**src/rtl/sakebi_ether_pkg.sv**
```systemverilog
// rtl/sakebi_ether_pkg.sv - shared Ethernet II framing constants, states and helpers
//
// Purpose: common definitions for the Ethernet II frame TX and RX blocks.
//   - framer state encoding
//   - header field sizes and minimum payload length
//   - well-known EtherType values
//   - saturating payload byte counter increment
package sakebi_ether_pkg;

  localparam int MAC_BYTES       = 6;
  localparam int ETHERTYPE_BYTES = 2;
  localparam int MIN_PAYLOAD     = 46;
  localparam int PAY_CNT_WIDTH   = 11;

  localparam logic [15:0] ETHERTYPE_IPV4 = 16'h0800;
  localparam logic [15:0] ETHERTYPE_ARP  = 16'h0806;

  typedef enum logic [2:0] {
    ST_IDLE,
    ST_DST,
    ST_SRC,
    ST_TYPE,
    ST_PAYLOAD,
    ST_PAD,
    ST_WAIT_LAST
  } ether_state_t;

  // Payload counter sticks at all-ones so jumbo frames never wrap back
  // below the padding threshold.
  function automatic logic [PAY_CNT_WIDTH-1:0] pay_cnt_inc(
    input logic [PAY_CNT_WIDTH-1:0] cnt
  );
    return (&cnt) ? cnt : cnt + 1'b1;
  endfunction

endpackage

```
**src/rtl/sakebi_ethernet_frame_tx_if.sv**
```systemverilog
// rtl/sakebi_ethernet_frame_tx_if.sv - byte stream handshake interface
//
// Purpose: groups one stream link (valid/ready/data/last).
// Signals:
//   TVALID  producer has a beat
//   TREADY  consumer accepts the beat
//   TDATA   beat byte
//   TLAST   final beat of a frame
// Modports:
//   master  producer side (drives TVALID/TDATA/TLAST)
//   slave   consumer side (drives TREADY)
interface sakebi_ethernet_frame_tx_if #(
  parameter int DATA_WIDTH = 8
);
  logic                  TVALID;
  logic                  TREADY;
  logic [DATA_WIDTH-1:0] TDATA;
  logic                  TLAST;

  modport master (output TVALID, output TDATA, output TLAST, input TREADY);
  modport slave  (input TVALID, input TDATA, input TLAST, output TREADY);
endinterface

```
**src/rtl/sakebi_axis_out_reg.sv**
```systemverilog
// rtl/sakebi_axis_out_reg.sv - single-stage registered stream output with stall hold
//
// Purpose: one register stage driving a stream master. The stage holds its
// beat while the consumer stalls and reports when it can take a new beat.
// Ports:
//   i_axis_ACLK     clock
//   i_axis_ARESETn  asynchronous active-low reset
//   ld_valid        a new beat is offered this cycle (taken only when adv)
//   ld_data         byte of the offered beat
//   ld_last         TLAST of the offered beat
//   adv             stage can load this cycle (!TVALID || TREADY)
//   m_axis          stream master output
module sakebi_axis_out_reg #(
  parameter int DATA_WIDTH = 8
) (
  input  logic                              i_axis_ACLK,
  input  logic                              i_axis_ARESETn,
  input  logic                              ld_valid,
  input  logic [DATA_WIDTH-1:0]             ld_data,
  input  logic                              ld_last,
  output logic                              adv,
  sakebi_ethernet_frame_tx_if.master        m_axis
);

  logic                  valid_q;
  logic [DATA_WIDTH-1:0] data_q;
  logic                  last_q;

  assign adv = !valid_q || m_axis.TREADY;

  always_ff @(posedge i_axis_ACLK or negedge i_axis_ARESETn) begin
    if (!i_axis_ARESETn) begin
      valid_q <= 1'b0;
      data_q  <= '0;
      last_q  <= 1'b0;
    end else if (adv) begin
      valid_q <= ld_valid;
      last_q  <= ld_valid & ld_last;
      // Data is only refreshed on a real beat so an idle stage keeps the
      // previous byte rather than toggling the bus.
      if (ld_valid) begin
        data_q <= ld_data;
      end
    end
  end

  assign m_axis.TVALID = valid_q;
  assign m_axis.TDATA  = data_q;
  assign m_axis.TLAST  = last_q;

endmodule

```
**src/rtl/sakebi_ethernet_frame_tx.sv**
```systemverilog
// rtl/sakebi_ethernet_frame_tx.sv - Ethernet II frame transmitter (header + padded payload)
//
// Purpose: prefixes a payload stream with dst MAC, src MAC and EtherType and
// zero-pads the payload to the minimum length. No FCS is produced.
// Ports:
//   i_axis_ACLK     clock
//   i_axis_ARESETn  asynchronous active-low reset
//   s_axis          payload stream in (TREADY only asserted in payload phase)
//   m_axis          frame stream out (registered)
//   i_dst_mac_addr  destination MAC, byte [7:0] sent first
//   i_src_mac_addr  source MAC, byte [7:0] sent first
//   i_ethertype     EtherType, byte [7:0] sent first
//   o_busy          frame in progress until the last output beat is accepted
//   o_frame_done    one-cycle pulse after the TLAST beat is accepted
module sakebi_ethernet_frame_tx
  import sakebi_ether_pkg::*;
#(
  parameter int DATA_WIDTH      = 8,
  parameter int MAC_ADDR_WIDTH  = DATA_WIDTH * 6,
  parameter int ETHERTYPE_WIDTH = DATA_WIDTH * 2,
  parameter int MIN_PAYLOAD     = sakebi_ether_pkg::MIN_PAYLOAD
) (
  input  logic                       i_axis_ACLK,
  input  logic                       i_axis_ARESETn,
  sakebi_ethernet_frame_tx_if.slave  s_axis,
  sakebi_ethernet_frame_tx_if.master m_axis,
  input  logic [MAC_ADDR_WIDTH-1:0]  i_dst_mac_addr,
  input  logic [MAC_ADDR_WIDTH-1:0]  i_src_mac_addr,
  input  logic [ETHERTYPE_WIDTH-1:0] i_ethertype,
  output logic                       o_busy,
  output logic                       o_frame_done
);

  localparam int CNT_W = PAY_CNT_WIDTH + 1;

  ether_state_t               state, state_nxt;
  logic [2:0]                 idx, idx_nxt;
  logic [PAY_CNT_WIDTH-1:0]   pay_cnt, pay_cnt_nxt;
  logic [MAC_ADDR_WIDTH-1:0]  dst_q, src_q;
  logic [ETHERTYPE_WIDTH-1:0] type_q;
  logic                       busy_nxt;
  logic                       frame_done_nxt;
  logic                       hdr_latch;
  logic                       s_ready;

  logic                       ld_valid;
  logic [DATA_WIDTH-1:0]      ld_data;
  logic                       ld_last;
  logic                       adv;

  // Byte count including the beat being loaded now; one bit wider so the
  // threshold compare is exact even when pay_cnt is saturated.
  logic [CNT_W-1:0]           pay_cnt_p1;
  logic                       reach_min;

  assign pay_cnt_p1 = {1'b0, pay_cnt} + CNT_W'(1);
  assign reach_min  = pay_cnt_p1 >= CNT_W'(MIN_PAYLOAD);

  sakebi_axis_out_reg #(
    .DATA_WIDTH (DATA_WIDTH)
  ) u_out_reg (
    .i_axis_ACLK    (i_axis_ACLK),
    .i_axis_ARESETn (i_axis_ARESETn),
    .ld_valid       (ld_valid),
    .ld_data        (ld_data),
    .ld_last        (ld_last),
    .adv            (adv),
    .m_axis         (m_axis)
  );

  assign s_axis.TREADY = s_ready;

  always_ff @(posedge i_axis_ACLK or negedge i_axis_ARESETn) begin
    if (!i_axis_ARESETn) begin
      state        <= ST_IDLE;
      idx          <= '0;
      pay_cnt      <= '0;
      dst_q        <= '0;
      src_q        <= '0;
      type_q       <= '0;
      o_busy       <= 1'b0;
      o_frame_done <= 1'b0;
    end else begin
      state        <= state_nxt;
      idx          <= idx_nxt;
      pay_cnt      <= pay_cnt_nxt;
      o_busy       <= busy_nxt;
      o_frame_done <= frame_done_nxt;
      if (hdr_latch) begin
        dst_q  <= i_dst_mac_addr;
        src_q  <= i_src_mac_addr;
        type_q <= i_ethertype;
      end
    end
  end

  always_comb begin
    state_nxt      = state;
    idx_nxt        = idx;
    pay_cnt_nxt    = pay_cnt;
    busy_nxt       = o_busy;
    frame_done_nxt = 1'b0;
    hdr_latch      = 1'b0;
    s_ready        = 1'b0;
    ld_valid       = 1'b0;
    ld_data        = '0;
    ld_last        = 1'b0;

    case (state)
      ST_IDLE: begin
        // The first payload beat only announces the frame; it is consumed
        // later in the payload phase.
        if (s_axis.TVALID) begin
          hdr_latch   = 1'b1;
          idx_nxt     = '0;
          pay_cnt_nxt = '0;
          busy_nxt    = 1'b1;
          state_nxt   = ST_DST;
        end
      end

      ST_DST: begin
        if (adv) begin
          ld_valid = 1'b1;
          ld_data  = dst_q[int'(idx)*DATA_WIDTH +: DATA_WIDTH];
          if (idx == 3'(MAC_BYTES - 1)) begin
            idx_nxt   = '0;
            state_nxt = ST_SRC;
          end else begin
            idx_nxt = idx + 3'd1;
          end
        end
      end

      ST_SRC: begin
        if (adv) begin
          ld_valid = 1'b1;
          ld_data  = src_q[int'(idx)*DATA_WIDTH +: DATA_WIDTH];
          if (idx == 3'(MAC_BYTES - 1)) begin
            idx_nxt   = '0;
            state_nxt = ST_TYPE;
          end else begin
            idx_nxt = idx + 3'd1;
          end
        end
      end

      ST_TYPE: begin
        if (adv) begin
          ld_valid = 1'b1;
          ld_data  = type_q[int'(idx)*DATA_WIDTH +: DATA_WIDTH];
          if (idx == 3'(ETHERTYPE_BYTES - 1)) begin
            idx_nxt   = '0;
            state_nxt = ST_PAYLOAD;
          end else begin
            idx_nxt = idx + 3'd1;
          end
        end
      end

      ST_PAYLOAD: begin
        s_ready = adv;
        if (adv && s_axis.TVALID) begin
          ld_valid    = 1'b1;
          ld_data     = s_axis.TDATA;
          pay_cnt_nxt = pay_cnt_inc(pay_cnt);
          if (s_axis.TLAST) begin
            if (reach_min) begin
              ld_last   = 1'b1;
              state_nxt = ST_WAIT_LAST;
            end else begin
              state_nxt = ST_PAD;
            end
          end
        end
      end

      ST_PAD: begin
        if (adv) begin
          ld_valid    = 1'b1;
          ld_data     = '0;
          pay_cnt_nxt = pay_cnt_inc(pay_cnt);
          if (reach_min) begin
            ld_last   = 1'b1;
            state_nxt = ST_WAIT_LAST;
          end
        end
      end

      ST_WAIT_LAST: begin
        // Only the TLAST beat can be in the stage here, so any accept ends
        // the frame.
        if (m_axis.TVALID && m_axis.TREADY) begin
          frame_done_nxt = 1'b1;
          busy_nxt       = 1'b0;
          state_nxt      = ST_IDLE;
        end
      end

      default: begin
        state_nxt = ST_IDLE;
      end
    endcase
  end

endmodule

```
**src/flat_wrapper.sv**
```systemverilog
// flat-port wrapper written by rule: the top's interface ports become plain ports
module sakebi_ethernet_frame_tx_flat import sakebi_ether_pkg::*;
#(
  parameter int DATA_WIDTH      = 8,
  parameter int MAC_ADDR_WIDTH  = DATA_WIDTH * 6,
  parameter int ETHERTYPE_WIDTH = DATA_WIDTH * 2,
  parameter int MIN_PAYLOAD     = sakebi_ether_pkg::MIN_PAYLOAD
)
  (i_axis_ACLK, i_axis_ARESETn, i_dst_mac_addr, i_src_mac_addr, i_ethertype, o_busy, o_frame_done, s_axis_TVALID, s_axis_TDATA, s_axis_TLAST, s_axis_TREADY, m_axis_TVALID, m_axis_TDATA, m_axis_TLAST, m_axis_TREADY);
  sakebi_ethernet_frame_tx_if #(.DATA_WIDTH(DATA_WIDTH)) s_axis_i ();
  sakebi_ethernet_frame_tx_if #(.DATA_WIDTH(DATA_WIDTH)) m_axis_i ();
  input  logic i_axis_ACLK;
  input  logic i_axis_ARESETn;
  input  logic [MAC_ADDR_WIDTH-1:0] i_dst_mac_addr;
  input  logic [MAC_ADDR_WIDTH-1:0] i_src_mac_addr;
  input  logic [ETHERTYPE_WIDTH-1:0] i_ethertype;
  output logic o_busy;
  output logic o_frame_done;
  input wire logic [$bits(s_axis_i.TVALID)-1:0] s_axis_TVALID;
  input wire logic [$bits(s_axis_i.TDATA)-1:0] s_axis_TDATA;
  input wire logic [$bits(s_axis_i.TLAST)-1:0] s_axis_TLAST;
  output wire logic [$bits(s_axis_i.TREADY)-1:0] s_axis_TREADY;
  output wire logic [$bits(m_axis_i.TVALID)-1:0] m_axis_TVALID;
  output wire logic [$bits(m_axis_i.TDATA)-1:0] m_axis_TDATA;
  output wire logic [$bits(m_axis_i.TLAST)-1:0] m_axis_TLAST;
  input wire logic [$bits(m_axis_i.TREADY)-1:0] m_axis_TREADY;
  assign s_axis_i.TVALID = s_axis_TVALID;
  assign s_axis_i.TDATA = s_axis_TDATA;
  assign s_axis_i.TLAST = s_axis_TLAST;
  assign s_axis_TREADY = s_axis_i.TREADY;
  assign m_axis_TVALID = m_axis_i.TVALID;
  assign m_axis_TDATA = m_axis_i.TDATA;
  assign m_axis_TLAST = m_axis_i.TLAST;
  assign m_axis_i.TREADY = m_axis_TREADY;
  sakebi_ethernet_frame_tx #(.DATA_WIDTH(DATA_WIDTH), .MAC_ADDR_WIDTH(MAC_ADDR_WIDTH), .ETHERTYPE_WIDTH(ETHERTYPE_WIDTH), .MIN_PAYLOAD(MIN_PAYLOAD)) u_core (.i_axis_ACLK(i_axis_ACLK), .i_axis_ARESETn(i_axis_ARESETn), .s_axis(s_axis_i), .m_axis(m_axis_i), .i_dst_mac_addr(i_dst_mac_addr), .i_src_mac_addr(i_src_mac_addr), .i_ethertype(i_ethertype), .o_busy(o_busy), .o_frame_done(o_frame_done));
endmodule
```
**config.mk**
```make
export PLATFORM = sky130hd
export DESIGN_NAME = sakebi_ethernet_frame_tx_flat
export DESIGN_NICKNAME = d
export VERILOG_FILES = /design/src/rtl/sakebi_ether_pkg.sv /design/src/rtl/sakebi_ethernet_frame_tx_if.sv /design/src/rtl/sakebi_axis_out_reg.sv /design/src/rtl/sakebi_ethernet_frame_tx.sv /design/src/flat_wrapper.sv
export SDC_FILE = /design/constraint.sdc
export NUM_CORES = 1
export LEC_CHECK = 0
export BUFFER_PORTS_ARGS = -buffer_cell sky130_fd_sc_hd__buf_2
export CORE_MARGIN = 2
export CORE_UTILIZATION = 35
export DETAILED_ROUTE_END_ITERATION = 7
export PLACE_DENSITY = 0.63
export RECOVER_POWER = 100
export SLEW_MARGIN = 15
export SYNTH_ARGS = -nofsm -noshare
export SYNTH_HDL_FRONTEND = slang
export SYNTH_SLANG_ARGS = --single-unit
```
**constraint.sdc**
```tcl
create_clock -name i_axis_ACLK -period 4.2 [get_ports i_axis_ACLK]
set_input_delay 0.84 -clock i_axis_ACLK [delete_from_list [all_inputs] [get_ports i_axis_ACLK]]
set_output_delay 0.84 -clock i_axis_ACLK [all_outputs]
set_load 0.02 [all_outputs]
```
Yosys cells after proc, flatten, opt, wreduce, memory -nomap -nowiden:

Index checks and enable logic that the tools add are counted.

* bitwise operators: 1
* $add $sub $neg: 3
* shift operators: 3
* reduce and logical (&&, ||, !) cells: 16
* multiplexer cells: 43
* eq/ne operators: 21
* order comparisons: 1

Operator list (number)
* 48-bit by 7-bit indexed part select with 8-bit output: 2
* 3-bit 2-to-1 mux: 17
* 11-bit 2-to-1 mux: 4
* 11-bit case mux with 3 select lines: 1
* 8-bit case mux with 4 select lines: 1
* 2-bit by 1-bit inequality test with 1-bit output, second input constant: 11
* 3-bit case mux with 7 select lines: 1
* 16-bit by 7-bit indexed part select with 8-bit output: 1
* 1-bit 2-to-1 mux: 13
* 11-bit by 1-bit adder with 12-bit output, second input constant: 1
* 3-bit equality test, second input constant: 4
* 12-bit by 6-bit >= comparator with 1-bit output, second input constant: 1
* 12-bit AND reduction: 1
* 11-bit by 1-bit adder with 11-bit output, second input constant: 1
* 11-bit AND reduction: 1
* 3-bit case mux with 3 select lines: 1
* 8-bit 2-to-1 mux: 1
* 4-bit AND reduction: 2
* 3-bit by 1-bit equality test with 1-bit output, second input constant: 2
* 3-bit by 2-bit equality test with 1-bit output, second input constant: 2
* 1-bit case mux with 2 select lines: 3
* 3-bit nonzero test: 2
* 2-bit inequality test, second input constant: 2
* 4-bit OR reduction: 1
* other kinds (11): 12

* register bits: 141
* output and inout port bits: 13

Depth between registers and ports, before layout:

Gate-level depths: netlist of run 1.

* word-level depth: 7
* depth in mapped cells: 9

Cells and area by module:

From an unflattened synthesis of run 1, not the netlist that was laid out.

* cell total of the unflattened synthesis: 548
* area total of the unflattened synthesis: 6824.0 µm²

Modules (own cells, without submodules)
* sakebi_ethernet_frame_tx: cells an instance 524, sequential area each 3278.1 µm², area an instance 6407.4 µm², times used 1
* sakebi_axis_out_reg: cells an instance 24, sequential area each 250.2 µm², area an instance 416.6 µm², times used 1

Worst setup path before layout of run 1:

Ideal clock, no wire load.

* kind: input -> output
* from: input port m_axis_TREADY
* to: output port s_axis_TREADY
* arrival: 1.443 ns
* slack: 1.917 ns
* stages on the path: 3
* path buffers: 0
* required time: 3.360 ns
* path through: nand2b_1 -> nand2_1 -> nor2_1

* longest elaborated chain between the ends: 2

Ends and longest elaborated chain
* start: declaration: RTL line flat_wrapper.sv:26 `input wire logic [$bits(m_axis_i.TREADY)-1:0] m_axis_TREADY;`
* 1-bit logical OR: RTL line sakebi_axis_out_reg.sv:29 `assign adv = !valid_q || m_axis.TREADY;`
* 1-bit 2-to-1 mux: RTL line sakebi_ethernet_frame_tx.sv:109 `case (state)`
* end: declaration: RTL line flat_wrapper.sv:22 `output wire logic [$bits(s_axis_i.TREADY)-1:0] s_axis_TREADY;`

Every way passes these cells.

Worst setup path in the final report of run 1:

* from: register u_core.state[1]
* to: register u_core.u_out_reg.data_q[0], in the netlist u_core.u_out_reg.m_axis.TDATA[0]

* longest elaborated chain between the ends: 4

Ends and longest elaborated chain
* start: declaration: RTL line sakebi_ethernet_frame_tx.sv:36 `ether_state_t state, state_nxt;`
* start signal: assignment: RTL line sakebi_ethernet_frame_tx.sv:84 `state <= state_nxt;`
* 3-bit by 1-bit equality test with 1-bit output, or another cell as far along: RTL line sakebi_ethernet_frame_tx.sv:109
* 4-bit OR reduction (no source line)
* 1-bit case mux with 2 select lines: RTL line sakebi_ethernet_frame_tx.sv:109
* 2-bit AND reduction (no source line)
* end signal: assignment: RTL line sakebi_axis_out_reg.sv:42 `data_q <= ld_data;`
* end: declaration: RTL line sakebi_axis_out_reg.sv:26 `logic [DATA_WIDTH-1:0] data_q;`

Parallel ways exist; a longest one is shown, timed or not.
A chain may end at the register's enable or synchronous reset.

==> results of run 1 <==
[registers in the layout, indices dropped and copies added (netlist names), 3 cells and up]
signal                         flops
u_core.dst_q                      48
u_core.src_q                      48
u_core.type_q                     16
u_core.pay_cnt                    11
u_core.u_out_reg.m_axis.TDATA      8
u_core.idx                         3
u_core.state                       3
[metrics by stage]
stage	utilization	instance area, sq um	hold WS, ns
after floorplan	-	7090	0.454
after global placement	0.395	7930	0.467
after detailed placement	0.395	7930	0.472
after CTS	0.425	8520	0.488
after global routing	0.423	8480	0.514
final	0.423	8480	0.484
[cell type report]
| class | instances | area (sq um) | share of cell area |
|---|---|---|---|
| flip-flops and latches | 141 | 3530 | 0.416 |
| multi-input cells | 386 | 3190 | 0.377 |
| repair buffers | 145 | 764 | 0.0902 |
| clock buffers | 18 | 439 | 0.0518 |
| well taps | 270 | 338 | 0.0398 |
| clock inverters | 13 | 155 | 0.0183 |
| inverters | 15 | 56.3 | 0.00664 |
| diodes | 1 | 2.50 | 0.000295 |
[metal layers]
metal  wire [microns]  global-route usage  vias up  part of all wire
li1                 -                   -     2420                 -
met1             8110               0.230     2588              0.46
met2             8450               0.274      127              0.48
met3              881              0.0509       14             0.050
met4              273              0.0471        2             0.015
met5               13                   0        -           0.00073
[kinds of logic after synthesis]
group                    after synthesis
flip-flops                           141
multiplexers                         138
AND/OR/NAND/NOR                      126
AO/OA/AOI/OAI                        119
buffers and inverters                 56
adder cells (fa/ha/maj)                2
XOR/XNOR                               1
[report_power, final]
group | internal, mW | total [mW] | switching [mW]
registers | 2.00 | 2.47 | 0.465
clock network | 0.903 | 1.53 | 0.625
logic | 1.20 | 2.35 | 1.15
total | 4.10 | 6.35 | 2.24
[critical path, stage by stage, from the launching register on]
cell      delay [ns]
dfrtp_1         0.68
nand2b_1        0.75
nor2_1          0.90
a211o_1         0.24
nand4_1         0.13
o211ai_1        0.21
[worst paths after layout]
check                      cells past startpoint                   startpoint                                      endpoint  slack [ns]
setup / recovery                               5  u_core.state[1]$_DFFE_PN0P_  u_core.u_out_reg.m_axis.TDATA[0]$_DFFE_PN0P_        1.20
hold / removal                                 1  u_core.src_q[7]$_DFFE_PN0P_                   u_core.src_q[7]$_DFFE_PN0P_        0.48
setup reg to reg                               5  u_core.state[1]$_DFFE_PN0P_  u_core.u_out_reg.m_axis.TDATA[0]$_DFFE_PN0P_        1.20
hold reg to reg                                1  u_core.src_q[7]$_DFFE_PN0P_                   u_core.src_q[7]$_DFFE_PN0P_        0.48
max in group asynchronous                      2               i_axis_ARESETn                   u_core.dst_q[9]$_DFFE_PN0P_        1.29
min in group asynchronous                      1               i_axis_ARESETn                   u_core.src_q[4]$_DFFE_PN0P_        1.18
[layout by cell type, fill, tap and decap left out, types with 10 or more instances in the layout]
master and n:
mux2_2 99, clkbuf_16 17, o21ai_0 28, buf_2 123, mux2i_1 12, a211o_1 19, inv_1 15, nor3b_1 13
dfrtp_1 141, nor2_1 27, o211ai_1 10, clkbuf_1 13, mux2_1 19, nand4_1 10, a21oi_1 20, nand2_1 37
==> impl_metrics.ini, run 1 <==
[timing]
rsz0062_at_grt = no
setup_viol = 0
relSlewSlack = -0.688
period_needed_ns = 3.00
max_freq_mhz = 333
slew_viol_final = 98
clock-skew-final_ns = 0.00827
worst_pin_slew_ns = 2.53
fin_ws_ns = 1.20
fin_tns_setup_ns = 0
period_share = 0.714
hold_viol = 0

[cells_and_area]
fin_cells = 989
fillers = 1973
nets = 833
layout-drive-gt1-share = 0.390
area_growth_pct = 19.7

[synthesis]
synth_top_cell_area_share = 0.498
synth_most_common_cell = dfrtp_1
synth_commonest_cells = dfrtp_1 (141), mux2_2 (99), nand2_1 (37)
synth_edf_count = 0
avgSynthCellArea_sq_um = 12.2
synth_xor_area_frac = 0.00124
synth_top_area_cell = dfrtp_1
synthSimpleGateAreaFrac = 0.0966
muxShareOfSynthArea = 0.230
async_reset_ff_frac = 1.00
ys_seq_area_frac = 0.498
synthDistinctLibCells = 60
synthTopCellsByArea = dfrtp_1 (50%), mux2_2 (16%), mux2_1 (3.0%)
synth_compound_area_frac = 0.121
synth-seq-cells = 141
synth_area_sq_mm = 0.00709
yosysWarnings = 0
synth-adder-area-share = 0.00353
syn_nets = 710
synth_ff_type = dfrtp_1
synth_top_family_by_area = multiplexers
syn_inst = 583

[die]
row_count = 52
io_pins = 138
initial_core_util = 0.354
die_h_microns = 146
die_w_microns = 146
die_area_sq_mm = 0.0214
coreArea_sq_mm = 0.0200

[setup_path]
crit_required_ns = 4.54
setup.worst_path.start_class = flop
arrival_ns = 3.33
worstPathMaxFanout = 30
critPathCaptureType = flop
critPathKind = flop to flop

[clocking]
cts_buffers = 17
cts.sinks = 141
cts_root_buffer = clkbuf_16
post_cts_buffers = 0
post_cts_resized = 0
hold_buffers = 0
cts_tree = built
cts_max_path_buffers = 2
path_clk_slew_ns = 0.06
cts.htree.levels = 4
clk_latency_ns = 0.42

[drt]
wl_per_cell_microns = 17.9
num_vias = 5151
postRouteAntennaNets = 0
drcViolationCount = 0
routed_wl_mm = 17.7
first_pass_iters = 4
vias_per_cell = 5.21
first_iter_violations = 250

[global_route]
grt_pass1_vias = 5093
grt_pass1_wl_mm = 28.5
antenna_found_initial = 2
grt_max_degree = 98
overflow = 0
grt_usage = 0.172

[power]
pwr_density_cell_mw_per_mm2 = 749
power.leakage_nw = 3.59
irDropWorstVdd_mv = 0.327
p_total_mw = 6.35

[worst_hold_path]
hp-class = flop to flop

[run_status]
run_status = complete, but fails checks
violations = max-capacitance violations, max-slew violations

[placement]
dp.final_hpwl_mm = 12.7
pre_cts_slack_ns = 1.61
dp_cells = 957
port_buffers = 137
place.gp.congestion = 0.803

[flow_run]
max_cap_viol_count = 1
Power figures use the tool's default switching activity.
==> inputs of run 2 (changes only) <==
--- a/config.mk
+++ b/config.mk
@@ -5,6 +5,7 @@
 export SDC_FILE = /design/constraint.sdc
 export NUM_CORES = 1
 export LEC_CHECK = 0
+export ABC_AREA = 1
 export BUFFER_PORTS_ARGS = -buffer_cell sky130_fd_sc_hd__buf_2
 export CORE_MARGIN = 2
 export CORE_UTILIZATION = 35
==> constraint.sdc (replaced) <==
create_clock -name i_axis_ACLK -period 3 [get_ports i_axis_ACLK]
set_input_delay 0.6 -clock i_axis_ACLK [delete_from_list [all_inputs] [get_ports i_axis_ACLK]]
set_output_delay 0.6 -clock i_axis_ACLK [all_outputs]
set_load 0.02 [all_outputs]
==> impl_metrics.ini, run 2 <==
[global_route]
grt_pass1_vias = 5676
grt_usage = 0.186
grt_max_degree = 64
overflow = 0
antenna_found_initial = 0
grt_pass1_wl_mm = 29.6

[synthesis]
synth_commonest_cells = nand2_1 (222), dfrtp_1 (141), mux2_2 (83)
avgSynthCellArea_sq_um = 9.20
synth_ff_type = dfrtp_1
synth_edf_count = 0
synthTopCellsByArea = dfrtp_1 (51%), mux2_2 (13%), nand2_1 (12%)
synth_top_area_cell = dfrtp_1
synth_area_sq_mm = 0.00694
syn_inst = 754
synthDistinctLibCells = 32
yosysWarnings = 0
async_reset_ff_frac = 1.00
syn_nets = 881
synth-seq-cells = 141
synth_most_common_cell = nand2_1
ys_seq_area_frac = 0.509
synth_top_cell_area_share = 0.509

[power]
power_switching_mw = 3.36
power_frac_comb = 0.383
p_clk_frac = 0.248
seq_power_share = 0.369
intPower_mw = 5.51
irDropWorstVdd_mv = 0.540
power.leakage_nw = 4.06
pwr_density_cell_mw_per_mm2 = 1060
p_sw_frac = 0.379
p_total_mw = 8.87

[timing]
period_share = 0.841
clock-skew-final_ns = 0.00986
setup_viol = 0
period_needed_ns = 2.52
fin_ws_ns = 0.476
hold_viol = 0
max_freq_mhz = 396
relSlewSlack = -0.0318
rsz0062_at_grt = no
worst_pin_slew_ns = 1.55
fin_tns_setup_ns = 0
hold_ws_ns = 0.402
slew_viol_final = 64

[flow_run]
max_cap_viol_count = 1

[drt]
vias_per_cell = 4.83
postRouteAntennaNets = 0
num_vias = 5628
drcViolationCount = 0
wl_per_cell_microns = 15.8
first_iter_violations = 364
routed_wl_mm = 18.4
first_pass_iters = 5

[setup_path]
arrival_ns = 2.83
worstPathMaxFanout = 54
crit_chain = inv_1 > nand2_1 > nor2_1 > nand2_4 > clkbuf_4 > mux2_2
setup.worst_path.start_class = flop
slowest_stage = clkbuf_4
crit_required_ns = 3.30
cpLargestDelayFamily = buffers and inverters
path_buf_inv = 2
critPathCaptureType = flop
critPathMaxStageDelay_ns = 0.68
critPathKind = flop to flop

[die]
row_count = 51
die_area_sq_mm = 0.0210
coreArea_sq_mm = 0.0195
die_h_microns = 145
initial_core_util = 0.356
die_w_microns = 145
io_pins = 138

[clocking]
cts_max_path_buffers = 2
cts.htree.levels = 4
hold_buffers = 0
post_cts_buffers = 0
clk_latency_ns = 0.42
post_cts_resized = 0
cts_root_buffer = clkbuf_16
path_clk_slew_ns = 0.07
cts_buffers = 17
cts_tree = built
cts.sinks = 141

[cells_and_area]
n_antenna_cell = 0
top_regs = u_core.dst_q x48, u_core.src_q x48, u_core.type_q x16
nets = 1016
layout_common_cells = nand2_1 (222), dfrtp_1 (141), buf_2 (124)
fillers = 1899
layout-drive-gt1-share = 0.286
area_growth_pct = 20.8
final_common_cell = nand2_1
fin_cells = 1166
final_area_sq_mm = 0.00838
final_util = 0.431

[placement]
pre_cts_slack_ns = 0.746
port_buffers = 137
placed_area_sq_mm = 0.00787
place.gp.congestion = 0.826
dp_cells = 1135
dp.final_hpwl_mm = 13.6

[run_status]
violations = max-capacitance violations, max-slew violations
run_status = complete, but fails checks

[worst_hold_path]
hp-class = input port to flop
==> run 2: cell types whose count changed after synthesis, sizes merged, moves of 17 or more <==
cell   change
nand3     +17
a21oi     +18
inv       +57
nor2      +25
nand2    +188
mux2      -35
a211o     -19
==> run 2: metal layers <==
metal	GRT usage	share of wire	wire (microns)	vias up
met3	0.0434	0.053	974	24
li1	-	-	-	2749
met2	0.300	0.48	8760	175
met5	0	0	0	-
met1	0.249	0.45	8390	2680
met4	0.0552	0.017	320	0
==> run 2: path summary, 6_finish.rpt <==
kind | startpoint | endpoint | slack (ns) | cells after the start
setup / recovery | u_core.state[2]$_DFFE_PN0P_ | u_core.src_q[23]$_DFFE_PN0P_ | 0.48 | 6
hold / removal | i_ethertype[8] | u_core.type_q[8]$_DFFE_PN0P_ | 0.40 | 2
setup reg to reg | u_core.state[2]$_DFFE_PN0P_ | u_core.src_q[23]$_DFFE_PN0P_ | 0.48 | 6
hold reg to reg | u_core.u_out_reg.m_axis.TDATA[3]$_DFFE_PN0P_ | u_core.u_out_reg.m_axis.TDATA[3]$_DFFE_PN0P_ | 0.48 | 2
max in group asynchronous | i_axis_ARESETn | u_core.dst_q[11]$_DFFE_PN0P_ | 0.82 | 2
min in group asynchronous | i_axis_ARESETn | u_core.dst_q[40]$_DFFE_PN0P_ | 0.56 | 1
==> run 2: final cells by class <==
type,instances,area (sq um),area share
clock inverter,11,154,0.0184
sequential,141,3530,0.421
multi-input combinational,509,2880,0.344
inverter,73,274,0.0327
timing repair buffer,147,754,0.0900
tap,265,332,0.0396
clock buffer,20,457,0.0545
==> run 2: power by group through the flow <==
stage	logic, mW	clock network [mW]	registers, mW
after global routing	3.86	2.33	3.36
after floorplan	2.65	0	3.16
after detailed placement	3.47	0	3.31
final	3.40	2.20	3.28
after global placement	3.41	0	3.29
after CTS	3.50	2.24	3.28
==> run 2: kinds of logic after synthesis <==
family | count (synthesis) | synth area share
DFF | 141 | 0.509
xor gates and xnor gates | 2 | 0.00253
muxes | 83 | 0.135
and+or+nand+nor | 324 | 0.196
buffers and inverters | 104 | 0.0702
AOI/OAI and AO/OA | 98 | 0.0846
adders and majority gates | 2 | 0.00361
==> run 2: worst reg2reg max path: cells and delay by family (launching register included) <==
family | cells | cell delay, ns
mux | 1 | 0.46
buf+inv | 2 | 0.85
simple gates | 3 | 0.67
flops | 1 | 0.43
==> inputs of run 3 (changes only) <==
==> constraint.sdc (replaced) <==
create_clock -name i_axis_ACLK -period 2.44 [get_ports i_axis_ACLK]
set_input_delay 0.488 -clock i_axis_ACLK [delete_from_list [all_inputs] [get_ports i_axis_ACLK]]
set_output_delay 0.488 -clock i_axis_ACLK [all_outputs]
set_load 0.02 [all_outputs]
==> impl_metrics.ini, run 3 (synthesis results as in run 2) <==
[power]
power.leakage_nw = 4.08
power_switching_mw = 4.20
power_frac_comb = 0.387
p_clk_frac = 0.244
irDropWorstVdd_mv = 0.647
pwr_density_cell_mw_per_mm2 = 1290
seq_power_share = 0.369
intPower_mw = 6.68
p_sw_frac = 0.386

[clocking]
cts_root_buffer = clkbuf_16
cts_max_path_buffers = 2
post_cts_resized = 0
hold_buffers = 1
cts.sinks = 141
cts.htree.levels = 4
clk_latency_ns = 0.43
post_cts_buffers = 0
cts_tree = built
path_clk_slew_ns = 0.07
cts_buffers = 17

[cells_and_area]
final_common_cell = nand2_1
layout_common_cells = nand2_1 (222), dfrtp_1 (141), buf_2 (124)
final_util = 0.434
fillers = 1967
area_growth_pct = 21.8
regArea_sq_mm = 0.00353
top_regs = u_core.dst_q x48, u_core.src_q x48, u_core.type_q x16
multi_input_area_sq_mm = 0.00291
nets = 1020
layout-drive-gt1-share = 0.295
n_antenna_cell = 0

[setup_path]
slowest_stage = dfrtp_1
setup.worst_path.start_class = flop
worstPathMaxFanout = 8
critPathKind = flop to output port
crit_required_ns = 1.95
critPathMaxStageDelay_ns = 0.51
arrival_ns = 1.70
critPathCaptureType = output port
reg2reg_depth = 10
crit_chain = nor2_4 > nand2_1 > nor2_1 > buf_2

[timing]
period_needed_ns = 2.19
rsz0062_at_grt = no
max_freq_mhz = 456
slew_viol_final = 0
setup_viol = 0
relSlewSlack = 0.338
worst_pin_slew_ns = 0.993
period_share = 0.899
clock-skew-final_ns = 0.00984
hold_viol = 0
fin_tns_setup_ns = 0

[drt]
postRouteAntennaNets = 0
first_iter_violations = 277
wl_per_cell_microns = 15.3
drcViolationCount = 0
met1_length_mm = 8.39
num_vias = 5635
highest_layer = met4
first_pass_iters = 4
vias_per_cell = 4.81
routed_wl_mm = 18.0
met3_wirelength_microns = 865
met2_wirelength_mm = 8.38

[global_route]
antenna_found_initial = 0
grt_usage = 0.181
grt_max_degree = 55
overflow = 0
grt_pass1_vias = 5576
grt_pass1_wl_mm = 28.8

[flow_run]
max_cap_viol_count = 0

[placement]
port_buffers = 137
place.gp.congestion = 0.850
dp.final_hpwl_mm = 13.4

[worst_hold_path]
min_path_cells = 2
hp-class = input port to flop

[die]
coreArea_sq_mm = 0.0195
die_area_sq_mm = 0.0210
io_pins = 138
initial_core_util = 0.356
row_count = 51
die_w_microns = 145
die_h_microns = 145

[run_status]
run_status = completed
run 3: cell count changes in the layout (fill, tap and decap cells not counted), moves of 3 or more:
cell,change
buf_4,+3
o22ai_1,-3
o22ai_2,+3
inv_8,+3
run 3: final timing paths:
check                                                             start                                            to  slack, ns
hold reg to reg            u_core.u_out_reg.m_axis.TDATA[4]$_DFFE_PN0P_  u_core.u_out_reg.m_axis.TDATA[4]$_DFFE_PN0P_       0.49
max in group asynchronous                                i_axis_ARESETn                  u_core.dst_q[29]$_DFFE_PN0P_       0.83
setup / recovery                            u_core.state[1]$_DFFE_PN0P_                                 s_axis_TREADY       0.25
setup reg to reg                          u_core.pay_cnt[0]$_DFFE_PN0P_                 u_core.pay_cnt[7]$_DFFE_PN0P_       0.28
hold / removal                                       i_dst_mac_addr[14]                  u_core.dst_q[14]$_DFFE_PN0P_       0.29
min in group asynchronous                                i_axis_ARESETn                  u_core.src_q[40]$_DFFE_PN0P_       0.79
run 3: worst max-delay path: cells and delay by family, from the launching register on:
family / cells / cell delay (ns)
and+or+nand+nor: 3 / 0.56
DFF: 1 / 0.51
buffers and inverters: 1 / 0.21
run 3: per-stage QoR:
stage | instance area, sq um | setup WS, ns | power, mW | std cells | hold slack [ns]
floorplan | 6940 | 0.693 | 7.14 | 754 | 0.192
global placement | 7930 | 0.342 | 8.32 | 1138 | 0.418
detailed placement | 7930 | 0.294 | 8.40 | 1138 | 0.420
CTS | 8540 | 0.234 | 11.1 | 1171 | 0.276
global route | 8450 | 0.0551 | 11.7 | 1171 | 0.270
finish | 8450 | 0.248 | 10.9 | 1171 | 0.289
run 3: cell type report:
class / instances / area share
sequential: 141 / 0.418
inverter: 73 / 0.0324
clock inverter: 14 / 0.0201
tap: 265 / 0.0392
clock buffer: 18 / 0.0508
timing repair buffer: 151 / 0.0957
multi-input combinational: 509 / 0.344
run 3: layer usage:
| metal | track usage | vias to the layer above |
|---|---|---|
| met2 | 0.284 | 152 |
| li1 | - | 2757 |
| met3 | 0.0405 | 26 |
| met5 | 0 | - |
| met1 | 0.249 | 2700 |
| met4 | 0.0613 | 0 |
run 3: power by group through the flow:
stage	logic (mW)	clock network [mW]	registers (mW)
after floorplan	3.25	0	3.89
after global placement	4.29	0	4.03
after detailed placement	4.35	0	4.05
after CTS	4.37	2.70	4.01
after global routing	4.76	2.82	4.14
final	4.21	2.65	4.02
